## config.mk

```make
export PLATFORM = sky130hd
export DESIGN_NAME = group_mux_scan
export DESIGN_NICKNAME = d
export VERILOG_FILES = /design/src/rtl/grp_mux_pkg.sv /design/src/rtl/grp_mux_dwell_ctr.sv /design/src/rtl/group_mux_scan.sv
export SDC_FILE = /design/constraint.sdc
export NUM_CORES = 1
export LEC_CHECK = 0
export ABC_CLOCK_PERIOD_IN_PS = 3950
export CORE_MARGIN = 2
export CORE_UTILIZATION = 25
export DETAILED_ROUTE_END_ITERATION = 16
export PLACE_DENSITY = 0.51
export SLEW_MARGIN = 10
export SYNTH_ARGS = -nofsm -noshare
export SYNTH_HDL_FRONTEND = slang
export SYNTH_SLANG_ARGS = --single-unit
```

## constraint.sdc

```tcl
create_clock -name clk -period 3.95 [get_ports clk]
set_clock_uncertainty 0.1 [all_clocks]
set_input_delay 0.79 -clock clk [delete_from_list [all_inputs] [get_ports clk]]
set_output_delay 0.79 -clock clk [all_outputs]
set_load 0.02 [all_outputs]
```

## src/rtl/grp_mux_pkg.sv

```systemverilog
// Shared constants and helpers for the group selector / scanner.
package grp_mux_pkg;

    localparam logic MODE_MANUAL = 1'b0;
    localparam logic MODE_SCAN   = 1'b1;

    localparam int unsigned MAX_GROUPS = 16;

    // Index port width: clog2(groups), never narrower than one bit.
    function automatic int unsigned sel_width(input int unsigned groups);
        int unsigned w;
        w = $clog2(groups);
        return (w < 1) ? 1 : w;
    endfunction

    function automatic logic [MAX_GROUPS-1:0] onehot_dec(input logic [3:0] idx);
        logic [MAX_GROUPS-1:0] r;
        r      = '0;
        r[idx] = 1'b1;
        return r;
    endfunction

endpackage

```

## src/rtl/grp_mux_dwell_ctr.sv

```systemverilog
// Dwell counter and group-index register: manual follow of sel, or automatic scan with wrap pulse.
module grp_mux_dwell_ctr
    import grp_mux_pkg::*;
#(
    parameter int unsigned GROUPS = 2,
    parameter int unsigned DWELL  = 4
) (
    input  logic                           clk,
    input  logic                           rst_n,
    input  logic                           en,
    input  logic                           mode,
    input  logic [sel_width(GROUPS)-1:0]   sel,
    output logic [sel_width(GROUPS)-1:0]   cur_idx,
    output logic [sel_width(GROUPS)-1:0]   idx_nxt_c,
    output logic                           wrap
);

    localparam int unsigned     SELW     = sel_width(GROUPS);
    localparam int unsigned     CW       = $clog2(DWELL + 1);
    localparam logic [CW-1:0]   CNT_LAST = CW'(DWELL - 1);
    localparam logic [SELW-1:0] IDX_LAST = SELW'(GROUPS - 1);

    logic [CW-1:0] cnt;
    logic [CW-1:0] cnt_nxt;
    logic          wrap_nxt;
    logic          idx_valid;

    // Compare at 32 bits so a power-of-two GROUPS never aliases to zero.
    assign idx_valid = 32'(cur_idx) < GROUPS;

    always_comb begin
        cnt_nxt   = cnt;
        idx_nxt_c = cur_idx;
        wrap_nxt  = 1'b0;
        if (en) begin
            if (mode == MODE_MANUAL) begin
                cnt_nxt   = '0;
                idx_nxt_c = sel;
            end else if (!idx_valid) begin
                cnt_nxt   = '0;
                idx_nxt_c = '0;
            end else if (cnt == CNT_LAST) begin
                cnt_nxt = '0;
                if (cur_idx == IDX_LAST) begin
                    idx_nxt_c = '0;
                    wrap_nxt  = 1'b1;
                end else begin
                    idx_nxt_c = cur_idx + SELW'(1);
                end
            end else begin
                cnt_nxt = cnt + CW'(1);
            end
        end
    end

    always_ff @(posedge clk or negedge rst_n) begin
        if (!rst_n) begin
            cnt     <= '0;
            cur_idx <= '0;
            wrap    <= 1'b0;
        end else begin
            cnt     <= cnt_nxt;
            cur_idx <= idx_nxt_c;
            wrap    <= wrap_nxt;
        end
    end

endmodule

```

## src/rtl/group_mux_scan.sv

```systemverilog
// Registered GROUPS-way selector of WIDTH-bit groups with manual select or automatic dwell scan.
module group_mux_scan
    import grp_mux_pkg::*;
#(
    parameter int unsigned WIDTH  = 3,
    parameter int unsigned GROUPS = 2,
    parameter int unsigned DWELL  = 4
) (
    input  logic                         clk,
    input  logic                         rst_n,
    input  logic [GROUPS*WIDTH-1:0]      data_in,
    input  logic [sel_width(GROUPS)-1:0] sel,
    input  logic                         mode,
    input  logic                         en,
    output logic [WIDTH-1:0]             data_out,
    output logic [sel_width(GROUPS)-1:0] cur_idx,
    output logic [GROUPS-1:0]            grp_onehot,
    output logic                         wrap,
    output logic                         sel_err
);

    localparam int unsigned SELW = sel_width(GROUPS);

    logic [WIDTH-1:0]  grp [GROUPS];
    logic [SELW-1:0]   idx_nxt;
    logic              nxt_valid;
    logic [WIDTH-1:0]  data_nxt;
    logic [GROUPS-1:0] onehot_nxt;
    logic              err_nxt;

    for (genvar g = 0; g < GROUPS; g++) begin : g_split
        assign grp[g] = data_in[g*WIDTH +: WIDTH];
    end

    grp_mux_dwell_ctr #(
        .GROUPS (GROUPS),
        .DWELL  (DWELL)
    ) u_ctr (
        .clk       (clk),
        .rst_n     (rst_n),
        .en        (en),
        .mode      (mode),
        .sel       (sel),
        .cur_idx   (cur_idx),
        .idx_nxt_c (idx_nxt),
        .wrap      (wrap)
    );

    // Payload follows the index being loaded so data_out always matches cur_idx.
    always_comb begin
        nxt_valid  = 32'(idx_nxt) < GROUPS;
        data_nxt   = '0;
        onehot_nxt = '0;
        err_nxt    = (mode == MODE_MANUAL) && !nxt_valid;
        if (nxt_valid) begin
            data_nxt   = grp[idx_nxt];
            onehot_nxt = GROUPS'(onehot_dec(4'(idx_nxt)));
        end
    end

    always_ff @(posedge clk or negedge rst_n) begin
        if (!rst_n) begin
            data_out   <= '0;
            grp_onehot <= GROUPS'(1);
            sel_err    <= 1'b0;
        end else if (en) begin
            data_out   <= data_nxt;
            grp_onehot <= onehot_nxt;
            sel_err    <= err_nxt;
        end
    end

endmodule
```

==> run summary, run 1 <==
Root Buffer - clkbuf_4
Number of synthesized register bits - 10
Final setup vio count - 0
Worst setup margin - 1.70 ns
Mean routed wirelength per cell - 10.3 um
Syn_area_per_cell - 11.5 um^2
Total Die Area - 0.00215 mm^2
Crit. End Element - primary output
Placed Instance Area - 639 um^2
Die Wd - 46.4 um
Buf+Inv Stages, Crit Path - 1
Largest area contributor in the netlist - dfrtp_1
DRC viols - 0
Lkg Pwr - 0.293 nW
Req. time, crit path - 3.06 ns
Most frequent cell after synthesis - dfrtp_1
Initial antenna violation count - 0
DIE HEIGHT - 46.4 um
Gpl congestion - 0.672
Area growth from synthesis to layout - 48.2%
Register area share after synthesis - 56.0%
Largest net degree at the start of global routing - 16
CTS tree - done
Final TNS setup - 0 ns
Top cell type's share of synthesized area - 50.1%
Run status - complete, no violations
Commonest cells post-synth - 9 x dfrtp_1, 4 x mux2i_1, 3 x a21oi_1, 3 x inv_1, 3 x nor2_1
Std-Cell Rows - 15
Peak VDD IR - 0.177 mV
Share of layout cells above drive strength 1 - 10.3%
Hold buffers post-CTS - 0
Beginning of the worst hold path - grp_onehot[0]$_DFFE_PN1P_
Tcrit/Tclk final - 57.1%
Drt pass-1 iters - 3
Cell Area, Synth - 449 um^2
Antenna cells - 0
Drt first-iter violations - 2
Vias in the first global route - 320
Crit Path Category - reg -> out
Ys flop type - dfrtp_1
Fin util - 39.0%
Critical R2R Launch - u_ctr.cnt[0]$_DFFE_PN0P_
Cells taking the most area after synthesis - dfrtp_1 50%, mux2i_1 8.9%, dfstp_2 5.8%, ha_1 5.6%, a21oi_1 3.3%
Syn Nets - 52
Post-Syn Instances - 39
Top Ports - 19
Fill count - 176
Crit path max fanout - 2
Clk buf depth - 2
Maxcap violations - 0
Family with the most delay on the worst path - buffers and inverters
CTS Sinks - 10
Global route overflow - 0
Port Buf Inserts - 17
Post-route ant nets - 0
Clock slew at reported path FFs - 0.05 ns
Worst-Skew Late Latency - 0.26 ns
Tmin final - 2.25 ns
Slew Limit Fails - 0
Multi-input gate area in the final layout - 175 um^2
Yosys Warn Count - 0
TritonCTS buffer count - 3
Critical Path Start - grp_onehot[0]$_DFFE_PN1P_
P per Cell Area - 404 mW/mm^2
Initial Util - 26.3%
Nets@finish - 72
Vias/cell - 4.06
Ys async rst share - 100%
H-Tree Level Count - 1
First-pass GRT wire length - 1370 um
Post-cts repair resize count - 0
Overall Global Routing Usage - 9.81%
FF/Latch Area - 251 um^2
Critical Path AT - 1.36 ns
Final hold vios - 0
Highest Clock Rate - 444 MHz
Pre-CTS setup slack - 1.65 ns
Critical path's slowest cell - clkdlybuf4s50_1
Total number of vias - 337
Core area - 0.00171 mm^2
RSZ-0062 raised after global routing - false
Synth unique cells - 20
Critical Path Source Type - flip-flop
Class of the worst hold path - reg -> reg
Setup bufs post-CTS - 0
DP Wirelength - 647 um
EDFF count, synth - 0
Design area - 666 um^2
CP cell instances - clkdlybuf4s50_1
Detailed Route WL - 859 um
CP max stage delay - 0.59 ns
## layout make-up
cell class	instances	area share [%]
clock buffer	4	3.95
sequential	10	37.8
multi-input combinational	24	26.3
timing repair buffer	17	25.6
inverter	3	1.69
tap	25	4.70
## flip-flops by register name, summed over array words and instances (netlist names)
signal	count
grp_onehot	2
data_out	3
u_ctr.wrap	1
u_ctr.cur_idx	1
u_ctr.cnt	3
## through the flow
stage	hold WS [ns]	total power [mW]	cells
after global placement	0.358	0.200	79
after global routing	0.391	0.288	83
after CTS	0.373	0.275	83
after detailed placement	0.364	0.201	79
after floorplan	0.357	0.164	39
final	0.367	0.269	83
## placed cells by master, fill, tap and decap left out
master	instances
a21boi_0	1
a21oi_1	3
and3_2	1
clkbuf_1	1
clkbuf_4	3
clkdlybuf4s50_1	17
conb_1	1
dfrtp_1	9
dfstp_2	1
ha_1	2
inv_1	3
mux2i_1	4
mux2i_2	1
nand2_1	1
nand3b_1	1
nor2_1	3
nor2b_1	1
o21a_1	2
o21ai_0	1
o22ai_1	1
or2b_1	1
## where the power goes
| part | internal, mW | leakage, nW | switching (mW) |
|---|---|---|---|
| Clock | 0.0388 | 0.0150 | 0.0329 |
| Sequential | 0.116 | 0.119 | 0.00722 |
| Combinational | 0.0395 | 0.159 | 0.0348 |
## cells by family (layout without fill, tap and decap cells)
| kind of cell | Yosys count | in the layout | share of synthesized area, % |
|---|---|---|---|
| AO/OA/AOI/OAI | 8 | 8 | 10.9 |
| AND/OR/NAND/NOR | 8 | 8 | 9.75 |
| buffers and inverters | 5 | 24 | 5.01 |
| flip-flops | 10 | 10 | 56.0 |
| multiplexers | 5 | 5 | 12.0 |
| adder cells (fa/ha/maj) | 2 | 2 | 5.57 |
| other | 1 | 1 | 0.835 |
## path summary, 6_finish.rpt
| kind | end | slack [ns] | cells past startpoint |
|---|---|---|---|
| hold / removal | grp_onehot[0]$_DFFE_PN1P_ | 0.37 | 2 |
| min in group asynchronous | u_ctr.cnt[0]$_DFFE_PN0P_ | 0.74 | 1 |
| hold reg to reg | grp_onehot[0]$_DFFE_PN1P_ | 0.37 | 2 |
| setup reg to reg | data_out[1]$_DFFE_PN0P_ | 2.05 | 6 |
| setup / recovery | grp_onehot[0] | 1.70 | 1 |
| max in group asynchronous | grp_onehot[0]$_DFFE_PN1P_ | 2.65 | 1 |
## per-layer routing
| metal | track usage [%] | wire [um] | vias up |
|---|---|---|---|
| li1 | - | - | 167 |
| met1 | 12.9 | 410 | 158 |
| met2 | 12.2 | 372 | 12 |
| met3 | 4.71 | 75 | 0 |
| met4 | 6.86 | 0 | 0 |
| met5 | 0 | 0 | - |
Note: power is estimated with default switching activity, not from simulation.
==> run 2: changes to the inputs <==
ABC_CLOCK_PERIOD_IN_PS = 2029   (was 3950)
PLACE_DENSITY = 0.53   (was 0.51)
clock period = 2.03 ns   (was 3.95 ns; I/O delays follow)
==> run 2 against run 1 <==
First-iteration DRC count rose by 50%; worst setup slack got worse by 1.5 ns; die area did not move; clock-buffer cell count did not move; worst hold slack barely moved; combinational power rose by 95%; core utilization rose by 1.0 points; sequential share of layout area fell by 0.97 points; critical path depth did not move.
==> run summary, run 2 (same netlist as run 1, synthesis figures left out) <==
Family with the most delay on the worst path - buffers and inverters
Crit Path Category - reg -> out
Total number of vias - 329 (-2.4%)
Hold Slack - 0.367 ns (-0.000433 ns)
Worst setup margin - 0.151 ns (-1.55 ns)
DIE HEIGHT - 46.4 um (unchanged)
DP Wirelength - 622 um (-3.9%)
Highest Clock Rate - 532 MHz
Setup bufs post-CTS - 0 (unchanged)
CTS tree - done
Most frequent cells in the layout - 17 x clkdlybuf4s50_1, 9 x dfrtp_1, 4 x mux2i_1
Lkg Pwr - 0.304 nW (+3.7%)
Tcrit/Tclk final - 92.6%
Final setup vio count - 0 (unchanged)
Post-route ant nets - 0 (unchanged)
First-pass GRT wire length - 1330 um (-3.1%)
Mean routed wirelength per cell - 9.75 um (-5.8%)
Vias/cell - 3.92 (-3.5%)
Crit path max fanout - 2 (unchanged)
Run status - complete, no violations
Port Buf Inserts - 17 (unchanged)
Detailed Route WL - 819 um (-4.7%)
Commonest non-fill, non-tap cell in the layout - clkdlybuf4s50_1
Non-Filler Instances - 84 (+1.2%)
Maxcap violations - 0 (unchanged)
Peak VDD IR - 0.372 mV (+110%)
Critical Path Source Type - flip-flop
Std-Cell Rows - 15 (unchanged)
Slew Limit Fails - 0 (unchanged)
Share of layout cells above drive strength 1 - 13.6% (+3.2 points)
Worst-Skew Late Latency - 0.25 ns (about the same)
Largest net degree at the start of global routing - 13 (-3)
Clock slew at reported path FFs - 0.07 ns (+0.02 ns)
Vias in the first global route - 305 (-4.7%)
Final TNS setup - 0 ns (unchanged)
Design area - 683 um^2 (+2.6%)
Core area - 0.00171 mm^2 (unchanged)
Drt pass-1 iters - 4 (+1)
Top Registers - data_out x3, u_ctr.cnt x3, grp_onehot x2
Critical path's slowest cell - clkdlybuf4s50_1
Critical R2R Launch - u_ctr.cnt[0]$_DFFE_PN0P_
Global route overflow - 0 (unchanged)
Top Ports - 19 (unchanged)
Inst Count DP - 80 (+1.3%)
Nets@finish - 73 (+1.4%)
DRC viols - 0 (unchanged)
Critical Path AT - 1.37 ns (about the same)
Total Die Area - 0.00215 mm^2 (unchanged)
CP cell instances - clkdlybuf4s50_1
Final hold vios - 0 (unchanged)
Class of the worst hold path - in -> async
Placed Instance Area - 647 um^2 (+1.2%)
Gpl congestion - 0.592 (-12%)
RSZ-0062 raised after global routing - false
Initial Util - 26.3% (unchanged)
Die Wd - 46.4 um (unchanged)
Tmin final - 1.88 ns
H-Tree Level Count - 1 (unchanged)
Post-cts repair resize count - 0 (unchanged)
Reg-to-Reg End - data_out[1]$_DFFE_PN0P_
Overall Global Routing Usage - 9.30% (-0.51 points)
Hold buffers post-CTS - 0 (unchanged)
Buf+Inv Stages, Crit Path - 1 (unchanged)
Drt first-iter violations - 3 (+1)
Reg2reg path depth - 6 (unchanged)
Clk buf depth - 2 (unchanged)
Req. time, crit path - 1.52 ns (-1.54 ns)
CTS Sinks - 10 (unchanged)
Root Buffer - clkbuf_4
Reg2Reg Setup Slack - 0.15 ns (-1.90 ns)
CP max stage delay - 0.59 ns (about the same)
Initial antenna violation count - 0 (unchanged)
Crit. path cell count - 1 (unchanged)
Pre-CTS setup slack - 0.139 ns (-1.51 ns)
Area growth from synthesis to layout - 52.1%
Crit. End Element - primary output
TritonCTS buffer count - 3 (unchanged)
Antenna cells - 0 (unchanged)
P per Cell Area - 822 mW/mm^2 (+100%)
## run 2: report_power, final
part           internal [mW]  total [mW]  switching, mW
clock network          0.109       0.176         0.0671
registers              0.226       0.241         0.0148
logic                 0.0780       0.145         0.0670
## run 2: per-stage QoR
stage | util, % | power [mW]
floorplan | - | 0.319
global placement | 37.9 | 0.390
detailed placement | 37.9 | 0.391
CTS | 40.0 | 0.569
global route | 40.0 | 0.594
finish | 40.0 | 0.561
## run 2: worst max path at each step
stage	start	endpoint	slack, ns
after detailed placement	mode	data_out[1]$_DFFE_PN0P_	0.14
after CTS	u_ctr.cnt[0]$_DFFE_PN0P_	data_out[1]$_DFFE_PN0P_	0.14
after floorplan	u_ctr.cnt[0]$_DFFE_PN0P_	data_out[0]$_DFFE_PN0P_	0.28
after global placement	mode	data_out[0]$_DFFE_PN0P_	0.17
final	grp_onehot[0]$_DFFE_PN1P_	grp_onehot[0]	0.15
after global routing	u_ctr.cnt[0]$_DFFE_PN0P_	data_out[1]$_DFFE_PN0P_	0.06
## run 2: area by class of cell
cell class / count / area [um^2]
repair buffers: 18 / 178
well taps: 25 / 31.3
inverters: 3 / 11.3
clock buffers: 4 / 36.3
flip-flops and latches: 10 / 251
multi-input cells: 24 / 175
fillers: 171 / 1020
## run 2: routing by layer
metal | global-route usage [%] | wire length [um]
met5 | 0 | 0
met2 | 10.6 | 328
met1 | 14.1 | 424
met3 | 2.75 | 56
met4 | 6.86 | 10
